<file path="src/rtl/mem_xfer_scheduler.sv">
// mem_xfer_scheduler: queues cache-line transfer requests from dcache (0)
// and icache (1) and issues them round-robin, one at a time, to memc.
// Ports: clk/rst (async, active-high); IN_REQ_* per-requester push port
// with OUT_REQ_ready; OUT_REQ_done/active/progress completion status;
// OUT_MC_* command to memc with IN_MC_busy/IN_MC_progress back;
// OUT_PERF_* counters built only with `define PERF_CNTRS_EN (else 0).
module mem_xfer_scheduler #(
  parameter int QUEUE_DEPTH = 2,
  parameter int SRAM_AW     = 10,
  parameter int EXT_AW      = 30
) (
  input  logic                  clk,
  input  logic                  rst,
  input  logic [1:0]            IN_REQ_valid,
  input  logic [1:0]            IN_REQ_we,
  input  logic [2*SRAM_AW-1:0]  IN_REQ_sramAddr,
  input  logic [2*EXT_AW-1:0]   IN_REQ_extAddr,
  output logic [1:0]            OUT_REQ_ready,
  output logic [1:0]            OUT_REQ_done,
  output logic [1:0]            OUT_REQ_active,
  output logic [SRAM_AW-1:0]    OUT_REQ_progress,
  output logic                  OUT_MC_ce,
  output logic                  OUT_MC_we,
  output logic                  OUT_MC_cacheID,
  output logic [SRAM_AW-1:0]    OUT_MC_sramAddr,
  output logic [EXT_AW-1:0]     OUT_MC_extAddr,
  input  logic [SRAM_AW-1:0]    IN_MC_progress,
  input  logic                  IN_MC_busy,
  output logic [31:0]           OUT_PERF_done0,
  output logic [31:0]           OUT_PERF_done1,
  output logic [31:0]           OUT_PERF_stall
);

  localparam int EW = 1 + SRAM_AW + EXT_AW;
  localparam int PW = (QUEUE_DEPTH > 1) ? $clog2(QUEUE_DEPTH) : 1;
  localparam int CW = $clog2(QUEUE_DEPTH) + 1;
  localparam logic [CW-1:0] DEPTH_C = CW'(QUEUE_DEPTH);
  localparam logic [PW-1:0] PTR_MAX = PW'(QUEUE_DEPTH - 1);

  typedef enum logic [1:0] {
    IDLE,
    ISSUE,
    WAIT_ACK,
    WAIT_DONE
  } state_t;

  state_t state_q, state_nxt;

  logic          owner_q;
  logic          rr_q;
  logic          winner;
  logic          mc_we_q;
  logic [SRAM_AW-1:0] mc_sram_q;
  logic [EXT_AW-1:0]  mc_ext_q;

  logic [EW-1:0] q_mem [2][QUEUE_DEPTH];
  logic [PW-1:0] rd_ptr [2];
  logic [PW-1:0] wr_ptr [2];
  logic [CW-1:0] cnt [2];
  logic [CW-1:0] cnt_nxt [2];
  logic [EW-1:0] in_ent [2];
  logic [EW-1:0] head [2];
  logic [1:0]    push;
  logic [1:0]    pop;
  logic [1:0]    nonempty;
  logic [1:0]    ready_q;
  logic [1:0]    owner_oh;
  logic          done_evt;

  function automatic logic [PW-1:0] ptr_inc(input logic [PW-1:0] p);
    return (p == PTR_MAX) ? '0 : p + PW'(1);
  endfunction

  always_comb begin
    for (int i = 0; i < 2; i++) begin
      push[i]     = IN_REQ_valid[i] & ready_q[i];
      pop[i]      = (state_q == ISSUE) && (owner_q == 1'(i));
      nonempty[i] = (cnt[i] != '0);
      cnt_nxt[i]  = cnt[i] + CW'(push[i]) - CW'(pop[i]);
      in_ent[i]   = {IN_REQ_we[i],
                     IN_REQ_sramAddr[i*SRAM_AW +: SRAM_AW],
                     IN_REQ_extAddr[i*EXT_AW +: EXT_AW]};
      head[i]     = q_mem[i][rd_ptr[i]];
    end
  end

  // rr pointer wins when it has work, otherwise the other side
  assign winner = nonempty[rr_q] ? rr_q : ~rr_q;

  always_ff @(posedge clk) begin
    for (int i = 0; i < 2; i++) begin
      if (push[i]) q_mem[i][wr_ptr[i]] <= in_ent[i];
    end
  end

  always_ff @(posedge clk or posedge rst) begin
    if (rst) begin
      for (int i = 0; i < 2; i++) begin
        rd_ptr[i] <= '0;
        wr_ptr[i] <= '0;
        cnt[i]    <= '0;
      end
      ready_q <= '0;
    end else begin
      for (int i = 0; i < 2; i++) begin
        if (push[i]) wr_ptr[i] <= ptr_inc(wr_ptr[i]);
        if (pop[i])  rd_ptr[i] <= ptr_inc(rd_ptr[i]);
        cnt[i]     <= cnt_nxt[i];
        ready_q[i] <= (cnt_nxt[i] < DEPTH_C);
      end
    end
  end

  always_comb begin
    state_nxt = state_q;
    unique case (state_q)
      IDLE:      if (|nonempty && !IN_MC_busy) state_nxt = ISSUE;
      ISSUE:     state_nxt = WAIT_ACK;
      WAIT_ACK:  if (IN_MC_busy) state_nxt = WAIT_DONE;
      WAIT_DONE: if (!IN_MC_busy) state_nxt = IDLE;
      default:   state_nxt = IDLE;
    endcase
  end

  always_ff @(posedge clk or posedge rst) begin
    if (rst) begin
      state_q   <= IDLE;
      owner_q   <= 1'b0;
      rr_q      <= 1'b0;
      mc_we_q   <= 1'b0;
      mc_sram_q <= '0;
      mc_ext_q  <= '0;
    end else begin
      state_q <= state_nxt;
      // latch the head now; it stays put through ISSUE since
      // pushes only touch the tail of a non-empty queue
      if (state_q == IDLE && state_nxt == ISSUE) begin
        owner_q <= winner;
        {mc_we_q, mc_sram_q, mc_ext_q} <= head[winner];
      end
      if (state_q == ISSUE) rr_q <= ~owner_q;
    end
  end

  assign owner_oh = {owner_q, ~owner_q};
  assign done_evt = (state_q == WAIT_DONE) && !IN_MC_busy;

  assign OUT_REQ_ready    = ready_q;
  assign OUT_REQ_done     = done_evt ? owner_oh : 2'b00;
  assign OUT_REQ_active   =
    (state_q != IDLE && !done_evt) ? owner_oh : 2'b00;
  assign OUT_REQ_progress =
    (|OUT_REQ_active) ? IN_MC_progress : '0;

  assign OUT_MC_ce       = (state_q == ISSUE);
  assign OUT_MC_we       = mc_we_q;
  assign OUT_MC_cacheID  = owner_q;
  assign OUT_MC_sramAddr = mc_sram_q;
  assign OUT_MC_extAddr  = mc_ext_q;

`ifdef PERF_CNTRS_EN
  logic [31:0] perf_d0_q;
  logic [31:0] perf_d1_q;
  logic [31:0] perf_st_q;

  always_ff @(posedge clk or posedge rst) begin
    if (rst) begin
      perf_d0_q <= '0;
      perf_d1_q <= '0;
      perf_st_q <= '0;
    end else begin
      if (OUT_REQ_done[0]) perf_d0_q <= perf_d0_q + 32'd1;
      if (OUT_REQ_done[1]) perf_d1_q <= perf_d1_q + 32'd1;
      if (|nonempty && state_q != IDLE)
        perf_st_q <= perf_st_q + 32'd1;
    end
  end

  assign OUT_PERF_done0 = perf_d0_q;
  assign OUT_PERF_done1 = perf_d1_q;
  assign OUT_PERF_stall = perf_st_q;
`else
  assign OUT_PERF_done0 = '0;
  assign OUT_PERF_done1 = '0;
  assign OUT_PERF_stall = '0;
`endif

endmodule

</file>
<file path="config.mk">
export PLATFORM = sky130hd
export DESIGN_NAME = mem_xfer_scheduler
export DESIGN_NICKNAME = d
export VERILOG_FILES = /design/src/rtl/mem_xfer_scheduler.sv
export SDC_FILE = /design/constraint.sdc
export NUM_CORES = 1
export LEC_CHECK = 0
export BUFFER_PORTS_ARGS = -buffer_cell sky130_fd_sc_hd__buf_4
export CORE_MARGIN = 3
export CORE_UTILIZATION = 50
export DETAILED_ROUTE_END_ITERATION = 8
export GPL_TIMING_DRIVEN = 1
export PLACE_DENSITY = 0.8
export SYNTH_ARGS = -nofsm -noshare
export SYNTH_HDL_FRONTEND = slang
export SYNTH_SLANG_ARGS = --single-unit
</file>
<file path="constraint.sdc">
create_clock -name clk -period 5.5 [get_ports clk]
set_input_delay 0.55 -clock clk [delete_from_list [all_inputs] [get_ports clk]]
set_output_delay 0.55 -clock clk [all_outputs]
set_load 0.01 [all_outputs]
</file>
==> results.toml <==
[timing]
finalSetupViolations = 0
fmax_ghz = 0.4094
fin_crit_ns = 2.442
tns_ns = 0
relSlewSlack = 0.1841
final.period_utilization = 0.4441
finalMaxSlewViolations = 0
rsz0062_at_grt = "false"
tightest_slew_ns = 1.217
skew_ns = 0.01857
hold_violations = 0

[die]
fp.dieArea_um2 = 20780
core_um2 = 18330
rows = 49
io_pins = 252
die_x_um = 144.2
die_y_um = 144.2
start_util = 0.5206

[yosys]
synth-adder-area-share = 0.005244
avgSynthCellArea_um2 = 14.29
synth_compound_area_frac = 0.1518
synthMuxAreaShare = 0
synth_top_family_by_area = "compound AO/OA/AOI/OAI gates"
synth_warnings = 0
yosysTopAreaCellShare = 0.5160
synthDistinctLibCells = 34
yosysSeqAreaShare = 0.6602
ys_seq_elements = 219
synthTopCellsByArea = "edfxtp_1, dfrtp_1, buf_4"
synthXorXnorAreaFrac = 0.007341
syn_area_um2 = 9544
synthSimpleGateAreaFrac = 0.07276
yosysTopAreaCell = "edfxtp_1"
syn_inst = 668

[min_path]
min_path_type = "in -> reg"
hold_depth = 1
min_from = "IN_REQ_sramAddr[17]"
whs_endpoint = "q_mem[0][119]$_DFFE_PP_"

[worst_setup_path]
cp-end-kind = "flop"
cp.arrival_ns = 2.83
cp-start-kind = "flop"
timing.rr.start = "state_q[1]$_DFF_PP0_"
crit_chain = "or3_2 -> or2_2 -> buf_4 -> o31ai_2"
crit_fanout = 43
max_stage_delay_ns = 0.81
reg2reg_slack_ns = 3.06
worst-setup-path-type = "reg -> reg"
reg2reg_depth = 4
r2r-end = "OUT_MC_extAddr[6]$_DFFE_PP0P_"
cpMaxStageDelayCell = "or3_2"
cp.required_ns = 5.88

[cts]
hold_buffers = 0
clkTransAtPathRegs_ns = 0.06
htreeDepth = 1
clk_path_buf_depth = 3
cts_resized = 0
root_buffer = "clkbuf_16"
numCtsBuffers = 23
cts_tree = "yes"
clk_latency_ns = 0.49
cts_setup_buffers = 0
cts.sinks = 219

[detailed_routing]
num_vias = 5715
wire_per_inst_um = 19.91
drt-initial-drc-count = 426
first_pass_iters = 4
post-route-drc-count = 0
routed_wl_um = 20910
via_per_inst = 5.443
postRouteAntennaNets = 0

[power_and_ir_drop]
seq_power_share = 0.422
intPower_mw = 3.941
switching_share = 0.3439
power.density_nw_per_um2 = 534.1
combPwrFrac = 0.327
switchingPower_mw = 2.065
power_frac_clock = 0.251
max-vdd-ir-drop_mv = 0.3083
p_leak_nw = 4.304

[finish]
drive_above_1_share = 0.2972
layout_commonest_cell = "edfxtp_1"
final_cell_mix = "edfxtp_1, buf_4, conb_1"
nets = 906
synthToLayoutAreaGrowth_pct = 17.83
antennaDiodeCount = 0
final_cell_area_um2 = 11250
fillerInstances = 1381

[global_route]
grt_max_degree = 58
grt-ovfl-total = 0
grt_first_pass_wirelength_um = 31460
antenna_found_initial = 0
track_usage = 0.1948
grt_pass1_vias = 5721

[placed_design]
dp_hpwl_um = 13320
place_area_um2 = 10510
port_buffers = 155
gp_congestion = 0.7810

[run]
cap_violations = 0

[status]
outcome = "complete, no violations"
-- cells by family (layout without fill, tap and decap cells) --
logic type / Yosys count / after routing
adders and majority gates: 4 / 4
and+or+nand+nor: 114 / 114
buffers and inverters: 153 / 211
other: 1 / 96
DFF: 219 / 219
AOI/OAI and AO/OA: 169 / 169
xor gates and xnor gates: 8 / 8
-- state kept, by name, summed over array words and instances, names as in the netlist --
signal	count
rd_ptr	2
rr_q	1
OUT_MC_extAddr	30
wr_ptr	2
state_q	2
OUT_MC_cacheID	1
OUT_MC_we	1
OUT_MC_sramAddr	10
q_mem	164
cnt	4
OUT_REQ_ready	2
-- Yosys cell counts, drive strengths merged --
cell / count
a2111oi: 41
a21o: 1
a21oi: 1
a221oi: 41
and2: 12
and3: 2
buf: 104
clkbuf: 42
conb: 1
dfrtp: 55
edfxtp: 164
ha: 4
inv: 7
nand2: 4
nand2b: 1
nand3b: 1
nor2: 6
nor2b: 82
nor3: 1
nor4: 2
o21a: 2
o21ai: 42
o31ai: 41
or2: 1
or3: 2
xnor2: 6
xor2: 2
-- stage by stage --
step	instances	hold slack, ns	power (mW)	utilization	worst slack (ns)
after floorplan	763	0.4615	3.801	-	2.682
after detailed placement	1009	0.5116	4.542	0.5733	2.777
final	1050	0.2446	6.006	0.6135	3.058
after CTS	1050	0.2276	6.063	0.6135	3.050
after global routing	1050	0.2284	6.345	0.6135	2.905
after global placement	1009	0.4986	4.467	0.5733	2.811
-- layout make-up --
cell class | instances | area (µm²) | share of cell area
clock buffer | 34 | 626.9 | 0.05574
inverter | 7 | 26.28 | 0.002336
tap | 229 | 286.5 | 0.02548
multi-input combinational | 391 | 2670 | 0.2374
sequential | 219 | 6304 | 0.5605
clock inverter | 7 | 108.9 | 0.009680
timing repair buffer | 163 | 1224 | 0.1088
-- critical path, delay by kind of cell (launching register included) --
| kind | cells | cell delay [ns] |
|---|---|---|
| compound gates | 1 | 0.34 |
| flops | 1 | 0.41 |
| buf+inv | 1 | 0.35 |
| simple gates | 2 | 1.22 |
-- worst max path at each step --
stage | from | to | slack [ns] | cells after the start
after detailed placement | IN_MC_busy | OUT_MC_extAddr[6]$_DFFE_PP0P_ | 2.78 | 5
after global placement | IN_MC_busy | OUT_MC_extAddr[0]$_DFFE_PP0P_ | 2.81 | 5
after floorplan | IN_REQ_valid[0] | q_mem[0][41]$_DFFE_PP_ | 2.68 | 2
after global routing | state_q[1]$_DFF_PP0_ | OUT_MC_extAddr[16]$_DFFE_PP0P_ | 2.90 | 4
final | state_q[1]$_DFF_PP0_ | OUT_MC_extAddr[6]$_DFFE_PP0P_ | 3.06 | 4
after CTS | state_q[1]$_DFF_PP0_ | OUT_MC_extAddr[6]$_DFFE_PP0P_ | 3.05 | 4
-- power groups by stage --
stage          clock [mW]  combinational (mW)  sequential (mW)
6_report             1.51                1.96             2.53
5_1_grt              1.61                2.16             2.58
4_1_cts              1.54                1.99             2.54
3_5_place_dp            0                1.98             2.56
3_3_place_gp            0                1.93             2.54
2_1_floorplan           0                1.31             2.50
-- per-layer routing --
| layer | wire length (µm) | track usage | up-vias |
|---|---|---|---|
| met5 | 0 | 0 | - |
| met4 | 443 | 0.05253 | 0 |
| met3 | 1640 | 0.03770 | 38 |
| met2 | 10430 | 0.3315 | 270 |
| met1 | 8397 | 0.2588 | 2791 |
| li1 | - | - | 2616 |
Power figures use the tool's default switching activity.
